==> config.mk <==
export PLATFORM = sky130hd
export DESIGN_NAME = exception_arbiter
export DESIGN_NICKNAME = d
export VERILOG_FILES = /design/src/rtl/exception_arbiter.sv
export SDC_FILE = /design/constraint.sdc
export NUM_CORES = 1
export LEC_CHECK = 0
export ABC_AREA = 1
export CAP_MARGIN = 20
export CELL_PAD_IN_SITES_DETAIL_PLACEMENT = 0
export CELL_PAD_IN_SITES_GLOBAL_PLACEMENT = 1
export CORE_UTILIZATION = 14
export DETAILED_ROUTE_END_ITERATION = 8
export GPL_ROUTABILITY_DRIVEN = 0
export PLACE_DENSITY = 0.83
export SYNTH_ARGS = -nofsm -noshare
export SYNTH_HDL_FRONTEND = slang
export SYNTH_SLANG_ARGS = --single-unit
==> constraint.sdc <==
create_clock -name clk -period 1.06 [get_ports clk]
set_input_delay 0.212 -clock clk [delete_from_list [all_inputs] [get_ports clk]]
set_output_delay 0.212 -clock clk [all_outputs]
set_load 0.005 [all_outputs]
==> src/rtl/exception_arbiter.sv <==
// Memory-stage exception arbiter: synchronises interrupts, prioritises causes and holds the
// encoded cause for CP0 until acknowledged. Define EXC_TLB_EN to let TLB causes participate.
module exception_arbiter #(
  parameter int INT_W       = 8,
  parameter int SYNC_STAGES = 2,
  parameter int TLB_W       = 5
) (
  input  logic               clk,
  input  logic               resetn,
  input  logic               mem_valid,
  input  logic               stall,
  input  logic [7:0]         except,
  input  logic [TLB_W-1:0]   tlb_except,
  input  logic               trap,
  input  logic               cpu,
  input  logic               adel,
  input  logic               ades,
  input  logic [INT_W-3:0]   hw_int,
  input  logic [31:0]        cp0_status,
  input  logic [31:0]        cp0_cause,
  input  logic               cp0_ack,
  output logic [31:0]        excepttype,
  output logic               except_valid,
  output logic               flush,
  output logic               busy,
  output logic [INT_W-3:0]   int_sync
);

  localparam int HW_W = INT_W - 2;

  typedef enum logic [1:0] {
    IDLE  = 2'd0,
    HOLD  = 2'd1,
    DRAIN = 2'd2
  } state_t;

  state_t        state_q, state_d;
  logic [31:0]   excepttype_q, excepttype_d;
  logic          except_valid_q, except_valid_d;
  logic          flush_q, flush_d;
  logic          busy_q, busy_d;
  logic [HW_W-1:0] sync_q [SYNC_STAGES];
  logic [HW_W-1:0] sync_d [SYNC_STAGES];
  logic [4:0]    tlb_s;
  logic          int_req_s;
  logic [7:0]    code_s;
  logic          unused_s;

`ifdef EXC_TLB_EN
  assign tlb_s    = tlb_except[4:0];
  assign unused_s = &{1'b0, except[1:0], cp0_status[31:8+INT_W], cp0_status[7:3],
                      cp0_cause[31:10], cp0_cause[7:0]};
`else
  assign tlb_s    = 5'b00000;
  assign unused_s = &{1'b0, except[1:0], cp0_status[31:8+INT_W], cp0_status[7:3],
                      cp0_cause[31:10], cp0_cause[7:0], tlb_except};
`endif

  // Highest-priority cause wins; TLB bit 4 maps to the lowest TLB code.
  function automatic logic [7:0] cause_code(
    input logic       int_req,
    input logic [7:0] exc,
    input logic [4:0] tlb,
    input logic       trap_i,
    input logic       cpu_i,
    input logic       adel_i,
    input logic       ades_i
  );
    logic [7:0] code;
    if (int_req)              code = 8'h01;
    else if (exc[7] | adel_i) code = 8'h04;
    else if (ades_i)          code = 8'h05;
    else if (trap_i)          code = 8'h0d;
    else if (cpu_i)           code = 8'h0b;
    else if (tlb[4])          code = 8'h10;
    else if (tlb[3])          code = 8'h11;
    else if (tlb[2])          code = 8'h12;
    else if (tlb[1])          code = 8'h13;
    else if (tlb[0])          code = 8'h14;
    else if (exc[6])          code = 8'h08;
    else if (exc[5])          code = 8'h09;
    else if (exc[4])          code = 8'h0e;
    else if (exc[3])          code = 8'h0a;
    else if (exc[2])          code = 8'h0c;
    else                      code = 8'h00;
    return code;
  endfunction

  assign int_sync  = sync_q[SYNC_STAGES-1];
  assign int_req_s = (|({sync_q[SYNC_STAGES-1], cp0_cause[9:8]} & cp0_status[8+INT_W-1:8]))
                     & cp0_status[0] & ~cp0_status[1] & ~cp0_status[2];
  assign code_s    = cause_code(int_req_s, except, tlb_s, trap, cpu, adel, ades);

  // Interrupt synchroniser shift chain.
  always_comb begin
    sync_d[0] = hw_int;
    for (int i = 1; i < SYNC_STAGES; i++) begin
      sync_d[i] = sync_q[i-1];
    end
  end

  // Synchroniser flops.
  always_ff @(posedge clk or negedge resetn) begin
    if (!resetn) begin
      for (int i = 0; i < SYNC_STAGES; i++) sync_q[i] <= '0;
    end else begin
      for (int i = 0; i < SYNC_STAGES; i++) sync_q[i] <= sync_d[i];
    end
  end

  // Next-state and registered-output logic; cause is frozen while in HOLD.
  always_comb begin
    state_d        = state_q;
    excepttype_d   = excepttype_q;
    except_valid_d = except_valid_q;
    flush_d        = flush_q;
    busy_d         = busy_q;
    case (state_q)
      IDLE: begin
        if (mem_valid && !stall && (code_s != 8'h00)) begin
          state_d        = HOLD;
          excepttype_d   = {24'h000000, code_s};
          except_valid_d = 1'b1;
          flush_d        = 1'b1;
          busy_d         = 1'b1;
        end else begin
          state_d        = IDLE;
          excepttype_d   = 32'h0000_0000;
          except_valid_d = 1'b0;
          flush_d        = 1'b0;
          busy_d         = 1'b0;
        end
      end
      HOLD: begin
        if (cp0_ack) begin
          state_d        = DRAIN;
          excepttype_d   = 32'h0000_0000;
          except_valid_d = 1'b0;
          flush_d        = 1'b1;
          busy_d         = 1'b1;
        end else begin
          state_d        = HOLD;
        end
      end
      DRAIN: begin
        state_d        = IDLE;
        excepttype_d   = 32'h0000_0000;
        except_valid_d = 1'b0;
        flush_d        = 1'b0;
        busy_d         = 1'b0;
      end
      default: begin
        state_d        = IDLE;
        excepttype_d   = 32'h0000_0000;
        except_valid_d = 1'b0;
        flush_d        = 1'b0;
        busy_d         = 1'b0;
      end
    endcase
  end

  // State machine and output registers.
  always_ff @(posedge clk or negedge resetn) begin
    if (!resetn) begin
      state_q        <= IDLE;
      excepttype_q   <= 32'h0000_0000;
      except_valid_q <= 1'b0;
      flush_q        <= 1'b0;
      busy_q         <= 1'b0;
    end else begin
      state_q        <= state_d;
      excepttype_q   <= excepttype_d;
      except_valid_q <= except_valid_d;
      flush_q        <= flush_d;
      busy_q         <= busy_d;
    end
  end

  assign excepttype   = excepttype_q;
  assign except_valid = except_valid_q;
  assign flush        = flush_q;
  assign busy         = busy_q;

endmodule

Yosys cells after proc, flatten, opt, wreduce, memory -nomap -nowiden
Index checks and enable logic that the tools add are counted.
{ "classes": {"eq_ne": 2, "n_mux": 21, "bitwise_logic": 7, "n_reduce_logical": 6} }
{ "op_table": {"columns": ["cell", "n"], "rows": [
  ["$pmux W32 S2", 1],
  ["$mux W8", 6],
  ["$mux W32", 1],
  ["$mux W4", 5],
  ["$and A8 B8 Y8", 1],
  ["$reduce_bool A8 Y1", 1],
  ["$reduce_or A8 Y1", 1],
  ["$mux W1", 4],
  ["$pmux W1 S2", 2],
  ["$pmux W2 S2", 1],
  ["$and A1 B1 Y1", 3],
  ["$eq A2 B1 Y1 const B", 1],
  ["$logic_and A1 B1 Y1", 2],
  ["$logic_not A2 Y1", 1],
  ["$mux W2", 1],
  ["$ne A2 B2 Y1 const B", 1],
  ["$not A1 Y1", 2],
  ["$logic_not A1 Y1", 1],
  ["$or A1 B1 Y1", 1]
]} }
{ "totals": {"ff_bits": 48, "input_bits": 92, "output_inout_bits": 41, "word_cells": 42} }

Depth between registers and ports, before layout
{ "depth": {"word_depth": 14, "ltp_mapped": 8, "depth_no_buf": 8} }

Worst setup path after synthesis
Ideal clock, no wire load.
{ "synth_path": {"kind": "reg-to-reg", "start": "register sync_q (netlist bit int_sync[1])", "end": "register flush_q (netlist: flush)", "setup_ns": 0.131, "arrival_time_ns": 0.899, "required_ns": 0.929, "slack_ns": 0.030, "path_stages_with_launch": 9, "path_buffers": 0, "period_less_slack_ns": 1.030, "cell_sequence": "dfrtp_1 nand2_1 nand2_1 nor2_1 nand2_1 nand2_2 nand2_1 nand2_2 nand4_1"} }
{ "synth_between": {"elab_chain_cells": 10} }
{ "synth_rtl": {"columns": ["item", "line_no", "rtl"], "rows": [
  ["from (decl)", "42", "logic [HW_W-1:0] sync_q [SYNC_STAGES];"],
  ["$and A8 B8 Y8", "90", "assign int_req_s = (|({sync_q[SYNC_STAGES-1], cp0_cause[9:8]} & cp0_status[8+INT_W-1:8]))"],
  ["$reduce_or A8 Y1", "90", null],
  ["$and A1 B1 Y1 (3 in a row)", "91", "& cp0_status[0] & ~cp0_status[1] & ~cp0_status[2];"],
  ["$mux W8", "70", "if (int_req) code = 8'h01;"],
  ["$reduce_bool A8 Y1", "120", "if (mem_valid && !stall && (code_s != 8'h00)) begin"],
  ["$logic_and A1 B1 Y1", "120", null],
  ["$mux W1", "120", null],
  ["$pmux W1 S2", "118", "case (state_q)"],
  ["to (signal assigned)", "174", "flush_q <= flush_d;"],
  ["to (decl)", "40", "logic flush_q, flush_d;"]
]} }
Every way passes these cells.
A chain may end at the register's enable or synchronous reset.

Worst setup path after layout
{ "layout_path": {"start": "register sync_q (netlist bit int_sync[4])", "end": "register except_valid_q (netlist: except_valid)"} }
{ "layout_between": {"elab_chain_cells": 10} }
{ "layout_rtl": {"columns": ["item", "line_no", "rtl"], "rows": [
  ["$and A8 B8 Y8", "90", null],
  ["$reduce_or A8 Y1", "90", null],
  ["$and A1 B1 Y1 (3 in a row)", "91", null],
  ["$mux W8", "70", null],
  ["$reduce_bool A8 Y1", "120", null],
  ["$logic_and A1 B1 Y1", "120", null],
  ["$mux W1", "120", null],
  ["$pmux W1 S2", "118", null],
  ["to (signal assigned)", "173", "except_valid_q <= except_valid_d;"],
  ["to (decl)", "39", "logic except_valid_q, except_valid_d;"]
]} }
Every way passes these cells.

==> run_results.csv <==
group,metric,value,unit
critical_path,required,1.19,ns
global_route,grt.total_usage,0.0593,
drt,drc,0,
logic_synthesis,synthAdderAreaFrac,0,
global_route,grt_max_degree,21,
cts,cts_buffer_depth,2,
pwr,p_total,1.88,mW
global_route,grt_overflow,0,
logic_synthesis,synthMuxAreaShare,0,
logic_synthesis,synthTopCellsByArea,"dfrtp_1 48%, buf_4 21%, nand2_1 11%, nor2_1 3.2%, nand2_2 3.0%",
die,die_area,0.00785,sq mm
critical_path,crit_slowest_cell,"dfrtp_1",
cts,cts_root_buffer,"clkbuf_8",
critical_path,crit_type,"reg2reg",
logic_synthesis,synth_area,0.00105,sq mm
critical_path,endpoint_kind,"flop",
critical_path,cp.arrival,1.34,ns
timing,fin_ws,-0.159,ns
die,ios,133,
layout,layout.core_utilization,0.220,
timing,hold_viol,0,
logic_synthesis,avgSynthCellArea,8.68,sq um
layout,final_nets,268,
cts,cts_tree,"done",
layout,final_common_cell,"clkdlybuf4s50_1",
cts,cts_htree_levels,1,
critical_path,crit_fanout,4,
cts,clk_pin_slew,0.07,ns
global_route,grt_pass1_wl,3640,um
logic_synthesis,yosys.area_share.simple,0.266,
critical_path,critical_path.max_stage_delay,0.40,ns
logic_synthesis,synth-seq-area-share,0.477,
die,rows,31,
cts,cts_buffers,3,
min_path,hp-class,"in2async",
timing,rsz0062_at_grt,"true",
layout,post_route_cells_drive_above_1_share,0.206,
logic_synthesis,synth_warnings,0,
critical_path,path_cells,"buf_6 > nand2_2 > nand2_2 > nor2_1 > nand2_1 > nand2_2 > nand2_2 > nand2_4 > nand4_1",
cts,clk_latency,0.25,ns
logic_synthesis,synth-xor-area-share,0,
drt,dr_total_vias,849,
logic_synthesis,synth_compound_area_frac,0.0143,
timing,setup_viol,10,
pwr,leakage,0.785,nW
place,hpwl,1920,um
place,port_buffers,46,
die,core,0.00725,sq mm
drt,dr.first_iter.drc_count,11,
logic_synthesis,synth_cells,121,
run,cap_violations,0,
global_route,grt_pass1_vias,823,
timing,fmax,820,MHz
critical_path,cpMostUsedCell,"nand2_2",
die,fp.dieH,88.6,um
timing,clock_skew,0.00400,ns
cts,hold_buffers,0,
logic_synthesis,synth_top_family_by_area,"simple AND/OR/NAND/NOR gates",
timing,drv_slew,0,
drt,vias_per_cell,3.10,
drt,dr.pass1.iters,4,
drt,wl,2270,um
global_route,antenna_found_initial,0,
layout,layout_common_cells,"33 x clkdlybuf4s50_1, 28 x conb_1, 27 x nand2_1",
outcome,violations,"setup timing",
logic_synthesis,ys_ff_latch,20,
layout,diodes,0,
drt,wl_per_cell,8.28,um
die,start_util,0.145,
pwr,p_per_area,1180,mW/mm^2
timing,period_minus_slack,1.22,ns
outcome,status,"finished with violations",
logic_synthesis,yosys.area.top_type_share,0.477,
layout,area_growth,52.3,%
timing,finalSetupTns,-1.02,ns
critical_path,cp-start-kind,"flop",
logic_synthesis,synth_cell_types,18,
die,die_w,88.6,um
cts,cts_sinks,20,
place,place_ws,-0.379,ns
pwr,ir_drop,0.336,mV
logic_synthesis,yosysTopAreaCell,"dfrtp_1",
timing,period_share,1.15,
critical_path,timing.critical_path.buf_inv,1,
drt,antenna_left,0,
critical_path,critPathTopFamily,"simple AND/OR/NAND/NOR gates",
-- flip-flops by register name, indices dropped and copies added, names as in the netlist --
register      count
except_valid      1
excepttype        4
flush             1
int_sync          6
state_q           2
sync_d            6
-- metrics by stage --
step                      std cells  hold slack, ns  cell area, sq um
after global placement          266           0.331              1550
after global routing            274           0.319              1600
after detailed placement        266           0.336              1550
final                           274           0.306              1600
after floorplan                 148         -0.0836              1150
after CTS                       275           0.308              1590
-- metal layers --
layer  global-route usage  part of all wire
met5                    0                 0
met4               0.0147             0.013
met3               0.0224             0.065
met2               0.0979              0.51
met1               0.0730              0.41
-- layout make-up --
cell class / instances / area (sq um)
clock buffer: 4 / 55.1
sequential: 20 / 500
multi-input combinational: 90 / 412
inverter: 9 / 33.8
fill: 815 / 5650
timing repair buffer: 52 / 474
tap: 99 / 124
-- timing repair --
| action | 4_1_cts | 5_1_grt |
|---|---|---|
| pin swaps | 2 | 4 |
| hold endpoints to repair | 0 | 0 |
| setup endpoints to repair | 20 | 10 |
| setup buffers | 5 | 0 |
| gates resized for setup | 49 | 7 |
-- logic make-up (layout without fill, tap and decap cells) --
kind of cell / after synthesis / after routing
AND/OR/NAND/NOR: 59 / 59
buffers and inverters: 38 / 65
flip-flops: 20 / 20
AO/OA/AOI/OAI: 3 / 3
other: 1 / 28
-- where the power goes --
part           internal [mW]  switching (mW)
Clock                  0.329           0.227
Sequential             0.827          0.0382
Combinational          0.262           0.201
Total                   1.42           0.467
-- synthesized netlist by cell type (all sizes together) --
library cell	instances
nand2	35
buf	29
dfrtp	20
nor2	12
inv	9
nand3	5
nand4	3
nor3	3
o21ai	2
a21oi	1
conb	1
nor3b	1
-- path summary, 6_finish.rpt --
| kind | slack, ns | depth (start not counted) | to | start |
|---|---|---|---|---|
| setup reg to reg | -0.16 | 9 | except_valid | int_sync[4] |
| hold reg to reg | 0.35 | 0 | int_sync[0] | sync_d[0] |
| setup / recovery | -0.16 | 9 | except_valid | int_sync[4] |
| min in group clk | 0.35 | 0 | int_sync[0] | sync_d[0] |
| max in group asynchronous | 0.62 | 2 | int_sync[4] | resetn |
| hold / removal | 0.31 | 2 | excepttype[3] | resetn |
Power figures use the tool's default switching activity.
